<file path="config.mk">
export PLATFORM = sky130hd
export DESIGN_NAME = cnn_stream_scheduler
export DESIGN_NICKNAME = d
export VERILOG_FILES = /design/src/rtl/cnn_stream_scheduler.sv
export SDC_FILE = /design/constraint.sdc
export NUM_CORES = 1
export LEC_CHECK = 0
export BUFFER_PORTS_ARGS = -buffer_cell sky130_fd_sc_hd__buf_2
export CAP_MARGIN = 20
export CORE_ASPECT_RATIO = 0.5
export CORE_MARGIN = 4
export CORE_UTILIZATION = 55
export DETAILED_ROUTE_END_ITERATION = 12
export PLACE_DENSITY = 0.82
export SETUP_SLACK_MARGIN = 0.05
export SLEW_MARGIN = 20
export SYNTH_ARGS = -nofsm -noshare
export SYNTH_HDL_FRONTEND = slang
export SYNTH_SLANG_ARGS = --single-unit
</file>
<file path="constraint.sdc">
create_clock -name clk_i -period 5.8 [get_ports clk_i]
set_clock_uncertainty 0.15 [all_clocks]
set_input_delay 0.58 -clock clk_i [delete_from_list [all_inputs] [get_ports clk_i]]
set_output_delay 0.58 -clock clk_i [all_outputs]
set_load 0.01 [all_outputs]
</file>
<file path="src/rtl/cnn_stream_scheduler.sv">
// Frame streaming sequencer: reads one IMG_W x IMG_H frame into the pixel path and
// writes datapath results back, arbitrating both over a single OBI-style manager port.
module cnn_stream_scheduler #(
    parameter int ADDR_WIDTH = 32,
    parameter int DATA_WIDTH = 8,
    parameter int IMG_W      = 28,
    parameter int IMG_H      = 28,
    parameter int CNT_WIDTH  = 16
) (
    input  logic                  clk_i,
    input  logic                  rst_i,
    input  logic                  start_i,
    input  logic                  abort_i,
    input  logic [ADDR_WIDTH-1:0] input_base_i,
    input  logic [ADDR_WIDTH-1:0] output_base_i,
    input  logic [CNT_WIDTH-1:0]  out_count_i,
    output logic                  busy_o,
    output logic                  done_o,
    output logic                  err_o,
    output logic                  mem_req_o,
    output logic                  mem_we_o,
    output logic [ADDR_WIDTH-1:0] mem_addr_o,
    output logic [31:0]           mem_wdata_o,
    output logic [3:0]            mem_be_o,
    input  logic                  mem_gnt_i,
    input  logic                  mem_rvalid_i,
    input  logic [31:0]           mem_rdata_i,
    input  logic                  mem_err_i,
    output logic                  pix_valid_o,
    input  logic                  pix_ready_i,
    output logic [DATA_WIDTH-1:0] pix_data_o,
    input  logic                  res_valid_i,
    output logic                  res_ready_o,
    input  logic [31:0]           res_data_i
);

    localparam logic [CNT_WIDTH-1:0] NUM_PIX = CNT_WIDTH'(IMG_W * IMG_H);

    typedef enum logic [2:0] {
        S_IDLE,
        S_ARB,
        S_RD,
        S_RWAIT,
        S_WR,
        S_WWAIT
    } state_t;

    state_t state, state_nxt;

    logic [ADDR_WIDTH-1:0] in_base;
    logic [ADDR_WIDTH-1:0] out_base;
    logic [CNT_WIDTH-1:0]  out_count;
    logic [CNT_WIDTH-1:0]  rd_cnt;
    logic [CNT_WIDTH-1:0]  wr_cnt;
    logic                  pix_valid;
    logic [DATA_WIDTH-1:0] pix_data;
    logic                  res_full;
    logic [31:0]           res_data;
    logic                  done;
    logic                  err;
    logic                  abort_pend;

    logic start_acc;
    logic abort_now;
    logic resp_ok;
    logic resp_err;
    logic complete;
    logic res_room;
    logic flush;
    logic rd_load;
    logic wr_retire;

    // Only the low pixel lane of a read word feeds the datapath.
    logic unused_rdata;
    assign unused_rdata = ^mem_rdata_i[31:DATA_WIDTH];

    assign start_acc = (state == S_IDLE) && start_i;
    assign abort_now = abort_pend || abort_i;
    assign resp_ok   = mem_rvalid_i && !mem_err_i;
    assign resp_err  = mem_rvalid_i && mem_err_i && ((state == S_RWAIT) || (state == S_WWAIT));
    assign rd_load   = (state == S_RWAIT) && resp_ok;
    assign wr_retire = (state == S_WWAIT) && resp_ok;
    assign flush     = (state == S_ARB) && abort_now;

    assign complete = (rd_cnt == NUM_PIX) && !pix_valid && !res_full && (wr_cnt == out_count);
    assign res_room = ({1'b0, wr_cnt} + (CNT_WIDTH+1)'(res_full)) < {1'b0, out_count};

    assign busy_o      = (state != S_IDLE);
    assign done_o      = done;
    assign err_o       = err;
    assign mem_be_o    = 4'hF;
    assign pix_valid_o = pix_valid;
    assign pix_data_o  = pix_data;
    // Results are refused once the frame is winding down after an abort or error.
    assign res_ready_o = busy_o && !abort_pend && !res_full && res_room;

    always_ff @(posedge clk_i or posedge rst_i) begin
        if (rst_i) begin
            state <= S_IDLE;
        end else begin
            state <= state_nxt;
        end
    end

    always_comb begin
        state_nxt   = state;
        mem_req_o   = 1'b0;
        mem_we_o    = 1'b0;
        mem_addr_o  = '0;
        mem_wdata_o = '0;
        unique case (state)
            S_IDLE: begin
                if (start_i) state_nxt = S_ARB;
            end
            S_ARB: begin
                if (abort_now)                          state_nxt = S_IDLE;
                else if (res_full)                      state_nxt = S_WR;
                else if ((rd_cnt < NUM_PIX) && !pix_valid) state_nxt = S_RD;
                else if (complete)                      state_nxt = S_IDLE;
            end
            S_RD: begin
                mem_req_o  = 1'b1;
                mem_addr_o = in_base + (ADDR_WIDTH'(rd_cnt) << 2);
                if (mem_gnt_i) state_nxt = S_RWAIT;
            end
            S_RWAIT: begin
                if (mem_rvalid_i) state_nxt = mem_err_i ? S_IDLE : S_ARB;
            end
            S_WR: begin
                mem_req_o   = 1'b1;
                mem_we_o    = 1'b1;
                mem_addr_o  = out_base + (ADDR_WIDTH'(wr_cnt) << 2);
                mem_wdata_o = res_data;
                if (mem_gnt_i) state_nxt = S_WWAIT;
            end
            S_WWAIT: begin
                if (mem_rvalid_i) state_nxt = mem_err_i ? S_IDLE : S_ARB;
            end
            default: state_nxt = S_IDLE;
        endcase
    end

    always_ff @(posedge clk_i or posedge rst_i) begin
        if (rst_i) begin
            in_base    <= '0;
            out_base   <= '0;
            out_count  <= '0;
            rd_cnt     <= '0;
            wr_cnt     <= '0;
            done       <= 1'b0;
            err        <= 1'b0;
            abort_pend <= 1'b0;
        end else begin
            if (start_acc) begin
                in_base   <= input_base_i;
                out_base  <= output_base_i;
                out_count <= out_count_i;
                rd_cnt    <= '0;
                wr_cnt    <= '0;
                done      <= 1'b0;
                err       <= 1'b0;
            end
            if (rd_load)   rd_cnt <= rd_cnt + CNT_WIDTH'(1);
            if (wr_retire) wr_cnt <= wr_cnt + CNT_WIDTH'(1);
            if (resp_err)  err <= 1'b1;
            if ((state == S_ARB) && !abort_now && (state_nxt == S_IDLE)) done <= 1'b1;
            // A pending abort is consumed by the return to IDLE.
            if ((state != S_IDLE) && abort_i) abort_pend <= 1'b1;
            if ((state != S_IDLE) && (state_nxt == S_IDLE)) abort_pend <= 1'b0;
        end
    end

    always_ff @(posedge clk_i or posedge rst_i) begin
        if (rst_i) begin
            pix_valid <= 1'b0;
            pix_data  <= '0;
        end else if (start_acc || flush) begin
            pix_valid <= 1'b0;
        end else if (rd_load) begin
            pix_valid <= 1'b1;
            pix_data  <= mem_rdata_i[DATA_WIDTH-1:0];
        end else if (pix_valid && pix_ready_i) begin
            pix_valid <= 1'b0;
        end
    end

    always_ff @(posedge clk_i or posedge rst_i) begin
        if (rst_i) begin
            res_full <= 1'b0;
            res_data <= '0;
        end else if (start_acc || flush || wr_retire) begin
            res_full <= 1'b0;
        end else if (res_valid_i && res_ready_o) begin
            res_full <= 1'b1;
            res_data <= res_data_i;
        end
    end

endmodule

</file>
==> metrics.md <==
| Metric | Value |
|---|---|
| Clock tree root buffer cell | clkbuf_16 |
| Drt drc | 0 |
| Layout Nets | 1493 |
| Vias in the first global route | 8354 |
| CTS tree | done |
| Global-route wire length before repair | 41.82 mm |
| Routed wl met3 | 1.561 mm |
| Worst path slowest cell | and4_2 |
| WL final | 26.44 mm |
| Pre-antenna DRT Iters | 5 |
| Reg clk slew, reported paths | 0.06 ns |
| Hold buffer count at cts | 0 |
| Gr ovfl total | 0 |
| WL per Instance | 17.24 um |
| EDFF count, synth | 0 |
| F_max | 216.2 MHz |
| Top fanout value on the critical path | 20 |
| All-layer global routing usage | 25.99% |
| Row cnt | 34 |
| Syn avg cell area | 8.949 sq um |
| Tmin final | 4.626 ns |
| CTS max path bufs | 2 |
| Setup crit start kind | flop |
| Top cell type by total area after synthesis | dfrtp_1 |
| Synthesis warning total | 0 |
| # Max-Cap Violations | 0 |
| Final hold viol count | 0 |
| FF-to-FF Start | wr_cnt[0] |
| Outcome | completed |
| R2r setup slk | 1.17 ns |
| Metal2 WL | 12.48 mm |
| Cell Chain, Critical Path | ha_1 -> ha_1 -> and2_1 -> nand2_1 -> xnor2_1 -> ha_1 -> a21o_1 -> a21oi_1 -> nor2b_1 -> a2111oi_4 -> o211ai_1 -> a21oi_2 -> and4_2 -> buf_4 -> mux2_4 |
| VDD IR max | 0.0002452 V |
| Die W | 197.1 um |
| Fin crit share | 79.76% |
| Area share of the largest cell type after synthesis | 40.71% |
| Post-route setup slack | 1.174 ns |
| CTS Buf Count | 17 |
| Post-Syn Area | 9834 sq um |
| Finish-stage setup viols | 0 |
| RePlAce Congestion | 0.9235 |
| DR iter-0 viols | 491 |
| Area grow syn2layout | 18.01% |
| Vias | 8540 |
| Max layer used | met4 |
| Clk sinks | 160 |
| Crit Path Class | reg2reg |
| N_diodes | 0 |
| CTS resizes | 0 |
| Layout cell share with drive strength beyond 1 | 23.33% |
| Static leakage | 5.859 nW |
| Tightest Pin Transition | 0.9301 ns |
| Max-slew violations | 0 |
| Worst r2r dst | res_data[2] |
| IO buf count | 207 |
| Reg2reg path depth | 15 |
| Antenna-violating nets left | 0 |
| Initial core utilization | 56.38% |
| Synth top area cells | dfrtp_1 (41%), nand2_1 (11%), ha_1 (6.6%) |
| Pwr per Cell Area | 424.4 nW/um^2 |
| Syn Inst Count | 1099 |
| Die area | 20210 sq um |
| Final HPWL DP | 19.65 mm |
| Setup bufs post-CTS | 0 |
| Worst skew pair latency | 0.43 ns |
| Die extent in y | 102.6 um |
| Setup TNS | 0 ns |
| DR vias/cell | 5.571 |
| Slew headroom | 37.99% |
| DP Worst Slack | 1.240 ns |
| WP data arrival | 4.78 ns |
| Final Power | 0.004925 W |
| Number of synthesized register bits | 160 |
| Setup crit end kind | flop |
| Synth Flop Type | dfrtp_1 |
| Asr flop ratio synth | 100.0% |
| Yosys cell types | 70 |
| CP max stage delay | 0.75 ns |
| Req. time, crit path | 5.95 ns |
| Initial antenna violation count | 0 |
| Wl on met1 | 11.75 mm |
| H-Tree Depth | 4 |
| RSZ-0062 raised after global routing | false |
| Num ports | 236 |
| Largest net degree at the start of global routing | 109 |
| Most used cell, CP | ha_1 |
| Register area share after synthesis | 40.71% |
| CORE AREA | 17440 sq um |
| HP Class | in2async |
==> synthesized netlist by cell type (all sizes together) (3+ instances only) <==
library cell and n:
nand2 285, dfrtp 160, o21ai 63, xnor2 61, ha 52, nand3 41
a21oi 37, inv 37, nor2 36, and2 35, clkbuf 34, mux2 32
o22ai 25, xor2 25, nand4 22, buf 16, nor3 14, nand2b 13
a21o 11, and3 10, nor2b 10, o211ai 8, a211oi 7, a22o 5
mux2i 5, a31oi 4, and4 4, nor4 4, o21bai 4, o31ai 4
or3 4, nor4b 3, o21a 3
==> flip-flops by register name, summed over array words and instances (netlist names) <==
name / cells
done_o: 1
abort_pend: 1
res_full: 1
state: 3
wr_cnt: 16
out_base: 32
out_count: 16
err_o: 1
pix_valid_o: 1
res_data: 32
pix_data_o: 8
in_base: 32
rd_cnt: 16
==> layer usage <==
metal  GRT usage, %  vias to the layer above
met4          9.318                        0
met3          5.158                       50
met2          43.65                      266
met5              0                        -
met1          34.26                     4106
li1               -                     4118
==> worst max-delay path, delay by kind of cell (launching register included) <==
kind,cells,cell delay (ns)
and+or+nand+nor,4,1.22
adders and majority gates,3,0.71
xor gates and xnor gates,1,0.14
DFF,1,0.50
AOI/OAI and AO/OA,5,1.00
buffers and inverters,1,0.40
muxes,1,0.34
==> placed cells by master (no fill, tap or decap), types with 3 or more instances in the layout <==
cell type   netlist  routed
and2_1           35      35
o21a_1            3       3
inv_6             0       3
o31ai_1           4       4
mux2_4           29      29
nor3_1           14      14
dfrtp_1         160     160
nand4_1          21      21
xnor2_1          61      61
o22ai_1          25      25
o21ai_0          58      58
nor4_1            3       3
a211oi_1          7       7
mux2i_1           5       5
buf_4             7       7
a21o_1           10      10
clkinvlp_4        0       4
o211ai_1          7       7
mux2_2            3       3
buf_2             4     207
nor2b_1          10      10
xor2_1           25      25
clkbuf_16         0      17
nor2_1           36      35
or3_1             4       4
inv_1            37      36
o21ai_1           4       4
nand2_1         285     284
bufinv_16         0       3
conb_1            1       4
and3_1            9       9
a21oi_1          35      35
nand2b_1         13      12
ha_1             52      52
a22o_1            5       5
o21bai_1          4       4
nand3_1          41      41
==> how the worst max path moves through the flow <==
| stage | cells past startpoint | endpoint | slack [ns] | startpoint |
|---|---|---|---|---|
| 2_1_floorplan | 1 | abort_pend | 0.75 | rst_i |
| 6_report | 15 | res_data[2] | 1.17 | wr_cnt[0] |
| 4_1_cts | 15 | res_data[2] | 1.20 | wr_cnt[0] |
| 5_1_grt | 15 | res_data[2] | 0.92 | wr_cnt[0] |
| 3_3_place_gp | 15 | res_data[4] | 1.34 | wr_cnt[0] |
| 3_5_place_dp | 15 | res_data[2] | 1.24 | wr_cnt[0] |
==> cell families after synthesis <==
logic type | synth area share, %
AO/OA/AOI/OAI | 12.11
XOR/XNOR | 7.659
adder cells (fa/ha/maj) | 7.023
buffers and inverters | 4.326
flip-flops | 40.71
multiplexers | 5.280
other | 0.03813
AND/OR/NAND/NOR | 22.85
==> metrics by stage <==
step	hold slack, ns	util [%]	area [sq um]	cells
3_3_place_gp	0.3026	62.84	10960	1500
5_1_grt	0.01356	66.54	11610	1533
2_1_floorplan	0.2961	-	9846	1102
6_report	0.001636	66.54	11610	1533
3_5_place_dp	0.3107	62.84	10960	1500
4_1_cts	0.1754	66.37	11580	1532
==> cell type report <==
type,instances,area (sq um)
inverter,38,147.6
timing repair buffer,215,1116
clock inverter,11,155.1
multi-input combinational,854,5430
sequential,160,4004
clock buffer,21,460.4
fill,1431,5836
tap,234,292.8
==> power breakdown <==
| part | switching (W) | internal [W] |
|---|---|---|
| Clock | 0.000478 | 0.000705 |
| Sequential | 0.000343 | 0.00155 |
| Combinational | 0.00102 | 0.000823 |
No activity file was read; power rests on OpenSTA's default activity.
